`src/rtl/regbank_writeback.sv`:
```
// Write-side front end for the register bank: accepts ALU and load writeback
// requests, queues them in order, and drives the bank's single write port.
// A per-register pending counter lets decode stall on RAW hazards.
module regbank_writeback #(
  parameter int DEPTH  = 4,
  parameter int DATA_W = 64,
  parameter int ADDR_W = 6,
  parameter int NREGS  = 32
) (
  input  logic              clk,
  input  logic              reset,
  input  logic              alu_valid,
  output logic              alu_ready,
  input  logic [ADDR_W-1:0] alu_reg,
  input  logic [DATA_W-1:0] alu_data,
  input  logic              mem_valid,
  output logic              mem_ready,
  input  logic [ADDR_W-1:0] mem_reg,
  input  logic [DATA_W-1:0] mem_data,
  input  logic              hold,
  output logic              reg_write,
  output logic [ADDR_W-1:0] write_reg,
  output logic [DATA_W-1:0] write_data,
  input  logic [ADDR_W-1:0] query_reg1,
  input  logic [ADDR_W-1:0] query_reg2,
  output logic              busy1,
  output logic              busy2,
  output logic              empty,
  output logic              bad_reg
);

  localparam int PTR_W  = $clog2(DEPTH);
  localparam int CNT_W  = $clog2(DEPTH + 1);
  localparam int PEND_W = $clog2(DEPTH + 1);
  localparam int IDX_W  = $clog2(NREGS);
  localparam logic [ADDR_W-1:0] XZR_IDX = ADDR_W'(NREGS - 1);
  localparam logic [ADDR_W-1:0] LIM_IDX = ADDR_W'(NREGS);

  logic [ADDR_W-1:0] fifo_reg_q  [DEPTH];
  logic [ADDR_W-1:0] fifo_reg_d  [DEPTH];
  logic [DATA_W-1:0] fifo_data_q [DEPTH];
  logic [DATA_W-1:0] fifo_data_d [DEPTH];
  logic [PTR_W-1:0]  wr_ptr_q, wr_ptr_d;
  logic [PTR_W-1:0]  rd_ptr_q, rd_ptr_d;
  logic [CNT_W-1:0]  count_q, count_d;
  logic [PEND_W-1:0] pending_q [NREGS];
  logic [PEND_W-1:0] pending_d [NREGS];
  logic              bad_reg_q, bad_reg_d;

  logic [CNT_W-1:0]  free;
  logic              mem_fire, alu_fire;
  logic              mem_keep, alu_keep;
  logic              mem_bad, alu_bad;
  logic              e0_v, e1_v;
  logic [ADDR_W-1:0] e0_reg, e1_reg;
  logic [DATA_W-1:0] e0_data, e1_data;
  logic              deq;
  logic [ADDR_W-1:0] head_reg;
  logic [DATA_W-1:0] head_data;

  // Ready from registered occupancy; the load path gets priority on the last slot
  always_comb begin
    free      = CNT_W'(DEPTH) - count_q;
    mem_ready = !reset && (free != '0);
    alu_ready = !reset && ((free >= CNT_W'(2)) || ((free == CNT_W'(1)) && !mem_valid));
  end

  // Classify accepted requests: keep normal indices, swallow XZR, flag out-of-range
  always_comb begin
    mem_fire = mem_valid && mem_ready;
    alu_fire = alu_valid && alu_ready;
    mem_keep = mem_fire && (mem_reg < XZR_IDX);
    alu_keep = alu_fire && (alu_reg < XZR_IDX);
    mem_bad  = mem_fire && (mem_reg >= LIM_IDX);
    alu_bad  = alu_fire && (alu_reg >= LIM_IDX);
  end

  // Pack kept requests into up to two enqueue slots, load entry first (it is older)
  always_comb begin
    e0_v    = 1'b0;
    e0_reg  = '0;
    e0_data = '0;
    e1_v    = 1'b0;
    e1_reg  = '0;
    e1_data = '0;
    if (mem_keep) begin
      e0_v    = 1'b1;
      e0_reg  = mem_reg;
      e0_data = mem_data;
      e1_v    = alu_keep;
      e1_reg  = alu_reg;
      e1_data = alu_data;
    end else begin
      e0_v    = alu_keep;
      e0_reg  = alu_reg;
      e0_data = alu_data;
    end
  end

  // Bank write port: head of queue, zeros when nothing is queued
  always_comb begin
    empty     = (count_q == '0);
    head_reg  = fifo_reg_q[rd_ptr_q];
    head_data = fifo_data_q[rd_ptr_q];
    reg_write = !reset && !empty && !hold;
    deq       = reg_write;
    write_reg  = empty ? '0 : head_reg;
    write_data = empty ? '0 : head_data;
  end

  // FIFO storage, pointers and occupancy next-state
  always_comb begin
    fifo_reg_d  = fifo_reg_q;
    fifo_data_d = fifo_data_q;
    if (e0_v) begin
      fifo_reg_d[wr_ptr_q]  = e0_reg;
      fifo_data_d[wr_ptr_q] = e0_data;
    end
    if (e1_v) begin
      fifo_reg_d[wr_ptr_q + PTR_W'(1)]  = e1_reg;
      fifo_data_d[wr_ptr_q + PTR_W'(1)] = e1_data;
    end
    wr_ptr_d = wr_ptr_q + PTR_W'(e0_v) + PTR_W'(e1_v);
    rd_ptr_d = rd_ptr_q + PTR_W'(deq);
    count_d  = count_q + CNT_W'(e0_v) + CNT_W'(e1_v) - CNT_W'(deq);
  end

  // Pending-write scoreboard: +1 per enqueue, -1 per dequeue of the same register
  always_comb begin
    for (int unsigned r = 0; r < NREGS; r++) begin
      pending_d[r] = pending_q[r]
                   + PEND_W'(e0_v && (e0_reg == ADDR_W'(r)))
                   + PEND_W'(e1_v && (e1_reg == ADDR_W'(r)))
                   - PEND_W'(deq && (head_reg == ADDR_W'(r)));
    end
    bad_reg_d = bad_reg_q || mem_bad || alu_bad;
  end

  // Hazard queries; XZR and out-of-range indices never report busy
  always_comb begin
    busy1 = (query_reg1 < XZR_IDX) && (pending_q[query_reg1[IDX_W-1:0]] != '0);
    busy2 = (query_reg2 < XZR_IDX) && (pending_q[query_reg2[IDX_W-1:0]] != '0);
    bad_reg = bad_reg_q;
  end

  // State registers with synchronous reset
  always_ff @(posedge clk) begin
    if (reset) begin
      fifo_reg_q  <= '{default: '0};
      fifo_data_q <= '{default: '0};
      wr_ptr_q    <= '0;
      rd_ptr_q    <= '0;
      count_q     <= '0;
      pending_q   <= '{default: '0};
      bad_reg_q   <= 1'b0;
    end else begin
      fifo_reg_q  <= fifo_reg_d;
      fifo_data_q <= fifo_data_d;
      wr_ptr_q    <= wr_ptr_d;
      rd_ptr_q    <= rd_ptr_d;
      count_q     <= count_d;
      pending_q   <= pending_d;
      bad_reg_q   <= bad_reg_d;
    end
  end

endmodule

```
`config.mk`:
```
export PLATFORM = sky130hd
export DESIGN_NAME = regbank_writeback
export DESIGN_NICKNAME = d
export VERILOG_FILES = /design/src/rtl/regbank_writeback.sv
export SDC_FILE = /design/constraint.sdc
export NUM_CORES = 1
export LEC_CHECK = 0
export ABC_AREA = 0
export CELL_PAD_IN_SITES_DETAIL_PLACEMENT = 1
export CELL_PAD_IN_SITES_GLOBAL_PLACEMENT = 2
export CORE_ASPECT_RATIO = 1.25
export CORE_UTILIZATION = 37
export CTS_CLUSTER_SIZE = 10
export DETAILED_ROUTE_END_ITERATION = 6
export GPL_ROUTABILITY_DRIVEN = 0
export GPL_TIMING_DRIVEN = 0
export PLACE_DENSITY = 0.81
export SLEW_MARGIN = 20
export SYNTH_ARGS = -nofsm -noshare
export SYNTH_HDL_FRONTEND = slang
export SYNTH_SLANG_ARGS = --single-unit
```
`constraint.sdc`:
```
create_clock -name clk -period 6.14 [get_ports clk]
set_clock_uncertainty 0.05 [all_clocks]
set_input_delay 1.535 -clock clk [delete_from_list [all_inputs] [get_ports clk]]
set_output_delay 1.535 -clock clk [all_outputs]
set_load 0.005 [all_outputs]
```
# == Word level (Yosys, flattened, before mapping) ==
# Cells that the tools add are included.
# word_totals
inputBits,157
out_inout_bits,77
regBits,384
# classes
n_lt_le_gt_ge,14
n_mux,36
n_addsub,104
bitwise,5
n_reduce_logical,125
eq_ne,94
# op_table
op,count
256-bit bitwise mux,2
256-bit two-way mux,2
64-bit two-way mux,7
6-bit by 5-bit equality test with 1-bit output (second input constant),48
64-bit demux with 2-bit select,2
3-bit by 1-bit adder with 3-bit output,66
6-bit by 4-bit equality test with 1-bit output (second input constant),24
64-bit binary-select mux with 2-bit select,1
1-bit logical AND,111
3-bit by 1-bit subtractor with 3-bit output,33
6-bit by 3-bit equality test with 1-bit output (second input constant),12
24-bit bitwise mux,2
24-bit two-way mux,2
6-bit two-way mux,7
6-bit by 2-bit equality test with 1-bit output (second input constant),6
3-bit binary-select mux with 5-bit select,2
6-bit demux with 2-bit select,2
6-bit >= comparator (second input constant),4
6-bit by 5-bit < comparator with 1-bit output (second input constant),4
6-bit by 1-bit equality test with 1-bit output (second input constant),3
6-bit logical NOT,3
6-bit binary-select mux with 2-bit select,1
3-bit two-way mux,4
5-bit NOT with 6-bit output,2
other kinds (13),28

# == Logic depth before layout (Yosys ltp) ==
# depth
depth_word,12
depth_mapped,18
ltp_nobuf,16

# == Worst setup path after synthesis ==
# No wires, ideal clock.
# synth_path
path_type,in2reg
startpoint,input reset
endpoint,register pending_q[17] (netlist bit)
arrival_time_ns,4.667
stages,14
setup_time_ns,0.128
slack_ns,1.295
n_path_buf,2
cell_sequence,or4b_4 > a21oi_4 > buf_6 > buf_4 > a21oi_1 > nor3b_1 > nand2_1 > ha_1 > inv_1 > fa_1 > fa_1 > xnor2_1 > xnor2_1 > nor2_1
# synth_between
elab_chain_len,10
elab_cells_between_ends,21
cone_classes,add/sub: 3; eq/ne: 2; mux: 4; reduce/logical: 12
# synth_rtl
element,line_no,text
from (decl),11,"input logic reset,"
1-bit logical NOT,"64, 65, 105",
1-bit logical AND,64,mem_ready = !reset && (free != '0);
1-bit logical AND,70,mem_fire = mem_valid && mem_ready;
1-bit logical AND,72,mem_keep = mem_fire && (mem_reg < XZR_IDX);
6-bit two-way mux,86,if (mem_keep) begin
6-bit by 5-bit equality test with 1-bit output,132,+ PEND_W'(e0_v && (e0_reg == ADDR_W'(r)))
1-bit logical AND,132,
3-bit by 1-bit adder with 3-bit output,132,
3-bit by 1-bit adder with 3-bit output,133,+ PEND_W'(e1_v && (e1_reg == ADDR_W'(r)))
3-bit by 1-bit subtractor with 3-bit output,134,- PEND_W'(deq && (head_reg == ADDR_W'(r)));
to (signal assigned),162,pending_q <= pending_d;
to (decl),46,logic [PEND_W-1:0] pending_q [NREGS];
# Parallel ways exist; a longest one is shown, timed or not.
# A chain may end at the register's enable or synchronous reset.

# == Worst setup path after layout ==
# layout_path
startpoint,input query_reg2[0]
endpoint,output busy2
# layout_between
elab_chain_len,6
elab_cells_between_ends,7
cone_classes,order compare: 1; mux: 3; bitwise: 1; reduce/logical: 2
# layout_rtl
element,line_no,text
from (decl),25,"input logic [ADDR_W-1:0] query_reg2,"
5-bit NOT with 6-bit output (implied by the code),142,busy2 = (query_reg2 < XZR_IDX) && (pending_q[query_reg2[IDX_W-1:0]] != '0);
3-bit binary-select mux with 5-bit select,142,
3-bit two-way mux (implied by the code) (2 in a row),142,
3-bit nonzero test,142,
1-bit logical AND (*),142,
to (decl),27,"output logic busy2,"
# Mark *: on every way between the ends. The rest lies on a longest branch, timed or not. The select of a mux whose other input is x is not followed.

==> flow_results.xml <==
<?xml version="1.0" encoding="UTF-8"?>
<metrics>
  <group name="run_status">
    <metric name="run_status" unit="">complete, no violations</metric>
  </group>
  <group name="placed_design">
    <metric name="detailedPlacementHpwl" unit="mm">57.9</metric>
    <metric name="place_worst_setup_slack" unit="ps">-783</metric>
    <metric name="placed_cells_incl_taps" unit="">3099</metric>
    <metric name="placement.io_buffers" unit="">226</metric>
  </group>
  <group name="route">
    <metric name="routed_wirelength" unit="mm">78.7</metric>
    <metric name="route.antenna.remaining_nets" unit="">0</metric>
    <metric name="route.detailed.vias_per_inst" unit="">5.69</metric>
    <metric name="post_drt_wl_per_cell" unit="um">24.8</metric>
    <metric name="number_of_drc_violations_after_detailed_routing" unit="">0</metric>
    <metric name="drt_first_pass_iters" unit="">5</metric>
    <metric name="drt_iter0_markers" unit="">1040</metric>
    <metric name="via_count" unit="">18032</metric>
  </group>
  <group name="finish">
    <metric name="top_register_by_number_of_flip_flops" unit="">fifo_data_q</metric>
    <metric name="final_cell_count_no_fill" unit="">3170</metric>
    <metric name="largest_registers" unit="">fifo_data_q x256, pending_q x96, fifo_reg_q x24</metric>
    <metric name="nNetsFinal" unit="">2661</metric>
    <metric name="final_layout_size_suffix_gt1_frac" unit="">0.108</metric>
    <metric name="syn2layout_area_growth" unit="%">21.4</metric>
    <metric name="utilization" unit="">0.456</metric>
    <metric name="largest_register_ffs" unit="">256</metric>
  </group>
  <group name="clock_network">
    <metric name="cts_max_path_buffers" unit="">3</metric>
    <metric name="clock_latency" unit="ps">620</metric>
    <metric name="cts_hold_buf" unit="">0</metric>
    <metric name="cts_post_setup_buffers_inserted" unit="">0</metric>
    <metric name="h-tree-depth" unit="">2</metric>
    <metric name="tritoncts_clock_tree" unit="">yes</metric>
    <metric name="num_cts_buffers" unit="">47</metric>
    <metric name="cts_root_buffer" unit="">sky130_fd_sc_hd__clkbuf_16</metric>
    <metric name="numClockSinks" unit="">384</metric>
    <metric name="cts.reportedPaths.clkPinSlew" unit="ps">60</metric>
  </group>
  <group name="pwr">
    <metric name="vdd_drop_max" unit="V">0.000227</metric>
    <metric name="power.density_cell_area" unit="nW/um2">273</metric>
    <metric name="power.static_leakage" unit="nW">8.71</metric>
  </group>
  <group name="floorplan">
    <metric name="floorplan.die_area" unit="um2">59200</metric>
    <metric name="io-pin-count" unit="">234</metric>
    <metric name="die_width" unit="um">218</metric>
    <metric name="placement_rows" unit="">98</metric>
    <metric name="fp.dieH" unit="um">272</metric>
    <metric name="start_util" unit="">0.375</metric>
    <metric name="design.core.area" unit="um2">57400</metric>
  </group>
  <group name="sta">
    <metric name="grt_setup_unrepaired" unit="">false</metric>
    <metric name="timing.setup.tns" unit="ps">0</metric>
    <metric name="setup_ws" unit="ps">130</metric>
    <metric name="post-route-min-period" unit="ps">6010</metric>
    <metric name="worst_slew_pin_slew" unit="ps">1150</metric>
    <metric name="hold_violations" unit="">0</metric>
    <metric name="maxSlewHeadroom" unit="">0.223</metric>
    <metric name="report.final.slew_viol_count" unit="">0</metric>
    <metric name="max_clock_freq" unit="MHz">166</metric>
    <metric name="hold_ws" unit="ps">416</metric>
    <metric name="final.period_utilization" unit="">0.979</metric>
    <metric name="finalSetupViolCount" unit="">0</metric>
  </group>
  <group name="run">
    <metric name="drv.max_cap_violation_count" unit="">0</metric>
  </group>
  <group name="synthesis">
    <metric name="synthMuxAreaShare" unit="">0.239</metric>
    <metric name="post_synth_xor_area_fraction" unit="">0.0277</metric>
    <metric name="synthesis.instances" unit="">2122</metric>
    <metric name="synth_largest_area_cell" unit="">sky130_fd_sc_hd__dfxtp_1</metric>
    <metric name="synth-async-reset-ratio" unit="">0</metric>
    <metric name="dominant_combinational_cell_family_by_area_after_synthesis" unit="">multiplexers</metric>
    <metric name="post_synth_and_or_nand_nor_area_fraction" unit="">0.128</metric>
    <metric name="synth-adder-area-share" unit="">0.0850</metric>
    <metric name="synth_seq_cells" unit="">384</metric>
    <metric name="synth_compound_gate_area_share" unit="">0.106</metric>
    <metric name="synth-edff-count" unit="">0</metric>
    <metric name="synth_area" unit="um2">21500</metric>
    <metric name="synth_top_cell_area_share" unit="">0.357</metric>
    <metric name="ys.warnings.count" unit="">0</metric>
    <metric name="synthesis.area_per_instance" unit="um2">10.1</metric>
    <metric name="synth_cell_types" unit="">58</metric>
    <metric name="yosysMostFrequentCell" unit="">sky130_fd_sc_hd__dfxtp_1</metric>
    <metric name="synth_flop_cell" unit="">sky130_fd_sc_hd__dfxtp_1</metric>
    <metric name="post_synth_main_area_contributors" unit="">sky130_fd_sc_hd__dfxtp_1 (36%), sky130_fd_sc_hd__mux2i_1 (13%), sky130_fd_sc_hd__mux4_2 (7.5%)</metric>
    <metric name="synth_sequential_area_ratio" unit="">0.357</metric>
    <metric name="netlist_top_cells_count" unit="">sky130_fd_sc_hd__dfxtp_1 (384), sky130_fd_sc_hd__mux2i_1 (279), sky130_fd_sc_hd__o22ai_1 (259), sky130_fd_sc_hd__nor2_1 (137), sky130_fd_sc_hd__nor2b_1 (135)</metric>
  </group>
  <group name="worst_setup_path">
    <metric name="worst_ep_required_time" unit="ps">4550</metric>
    <metric name="timing_worst_setup_path_type" unit="">input pin to primary output</metric>
    <metric name="worst-path-max-fanout" unit="">10</metric>
    <metric name="crit_path_end_kind" unit="">primary output</metric>
    <metric name="cp-start-kind" unit="">input pin</metric>
    <metric name="crit_arrival" unit="ps">4420</metric>
  </group>
  <group name="hold_path">
    <metric name="worstHoldPathType" unit="">flop to flop</metric>
  </group>
  <group name="global_route">
    <metric name="grt_util_all_layers" unit="">0.264</metric>
    <metric name="initial_antenna_violation_count" unit="">10</metric>
    <metric name="first_global_vias" unit="">19823</metric>
    <metric name="first_pass_grt_wire_length" unit="mm">120</metric>
    <metric name="grt-ovfl-total" unit="">0</metric>
    <metric name="grt_max_degree" unit="">14</metric>
  </group>
</metrics>
## logic make-up (layout without fill, tap and decap cells)
kind of cell / Yosys count / count (layout)
AND/OR/NAND/NOR: 512 / 512
multiplexers: 416 / 416
flip-flops: 384 / 384
AO/OA/AOI/OAI: 347 / 347
buffers and inverters: 288 / 584
adder cells (fa/ha/maj): 106 / 106
XOR/XNOR: 68 / 68
other: 1 / 3
## layer usage
| layer | track usage | part of all wire | up-vias |
|---|---|---|---|
| met5 | 0 | 0.0014 | - |
| met1 | 0.310 | 0.40 | 9137 |
| met4 | 0.102 | 0.039 | 18 |
| met3 | 0.0419 | 0.049 | 197 |
| li1 | - | - | 8158 |
| met2 | 0.478 | 0.51 | 522 |
## critical path, stage by stage
cell,delay (ps)
sky130_fd_sc_hd__clkdlybuf4s50_1,490
sky130_fd_sc_hd__clkbuf_1,500
sky130_fd_sc_hd__clkinv_2,320
sky130_fd_sc_hd__a2111oi_0,560
sky130_fd_sc_hd__o41ai_1,130
sky130_fd_sc_hd__o311a_1,160
sky130_fd_sc_hd__a41oi_1,190
sky130_fd_sc_hd__clkdlybuf4s50_1,530
## cell usage in the layout (no fill, tap or decap), types with 4 or more instances in the layout
| cell type | count |
|---|---|
| sky130_fd_sc_hd__dfxtp_1 | 384 |
| sky130_fd_sc_hd__mux2i_1 | 279 |
| sky130_fd_sc_hd__o22ai_1 | 259 |
| sky130_fd_sc_hd__clkdlybuf4s50_1 | 226 |
| sky130_fd_sc_hd__nor2_1 | 137 |
| sky130_fd_sc_hd__nor2b_1 | 135 |
| sky130_fd_sc_hd__inv_1 | 119 |
| sky130_fd_sc_hd__clkbuf_1 | 110 |
| sky130_fd_sc_hd__nand2b_1 | 73 |
| sky130_fd_sc_hd__mux4_2 | 72 |
| sky130_fd_sc_hd__xnor2_1 | 67 |
| sky130_fd_sc_hd__fa_1 | 67 |
| sky130_fd_sc_hd__mux2_2 | 65 |
| sky130_fd_sc_hd__nand2_1 | 53 |
| sky130_fd_sc_hd__clkbuf_16 | 48 |
| sky130_fd_sc_hd__ha_1 | 39 |
| sky130_fd_sc_hd__a211oi_1 | 30 |
| sky130_fd_sc_hd__nor3_1 | 27 |
| sky130_fd_sc_hd__nor4_1 | 27 |
| sky130_fd_sc_hd__buf_4 | 23 |
| sky130_fd_sc_hd__buf_2 | 22 |
| sky130_fd_sc_hd__buf_1 | 13 |
| sky130_fd_sc_hd__a21oi_1 | 11 |
| sky130_fd_sc_hd__nand3_1 | 11 |
| sky130_fd_sc_hd__nor3b_1 | 8 |
| sky130_fd_sc_hd__nand4_1 | 8 |
| sky130_fd_sc_hd__o21ai_0 | 7 |
| sky130_fd_sc_hd__and2_1 | 6 |
| sky130_fd_sc_hd__nor4b_1 | 6 |
| sky130_fd_sc_hd__a2111oi_0 | 6 |
| sky130_fd_sc_hd__clkinv_2 | 6 |
| sky130_fd_sc_hd__buf_6 | 5 |
| sky130_fd_sc_hd__o211ai_1 | 5 |
| sky130_fd_sc_hd__nor4bb_1 | 5 |
| sky130_fd_sc_hd__and3_1 | 4 |
| sky130_fd_sc_hd__clkbuf_2 | 4 |
| sky130_fd_sc_hd__or2_2 | 4 |
| sky130_fd_sc_hd__a32o_1 | 4 |
## worst paths after layout
| path | startpoint | endpoint | slack, ps | cells after the start |
|---|---|---|---|---|
| min reg2reg | fifo_reg_q[5] | fifo_reg_q[5] | 420 | 1 |
| min | fifo_reg_q[5] | fifo_reg_q[5] | 420 | 1 |
| max reg2reg | count_q[0] | pending_q[32] | 860 | 17 |
| max | query_reg2[0] | busy2 | 130 | 8 |
## what timing repair did
item                       4_1_cts  5_1_grt
setup endpoints to repair        3        3
resized for setup                4        6
cloned                           0        0
## where the power goes
part	internal [mW]	total (mW)	switching, mW
Combinational	0.772	1.79	1.01
Sequential	2.63	2.71	0.0866
Clock	1.50	2.64	1.14
Total	4.90	7.14	2.24
## stage by stage
stage,power (mW),instance area [um2]
after floorplan,3.81,21500
after global placement,4.50,24700
after detailed placement,4.55,24700
after CTS,7.19,26100
after global routing,7.41,26100
final,7.14,26100
## layout make-up
type	count	area, um2
fillers	6453	31200
multi-input cells	1451	12600
flip-flops and latches	384	7690
repair buffers	226	2260
clock buffers	62	1280
well taps	750	938
plain buffers	167	790
inverters	121	455
clock inverters	8	105
diodes	1	2.50
Note: power is estimated with default switching activity, not from simulation.
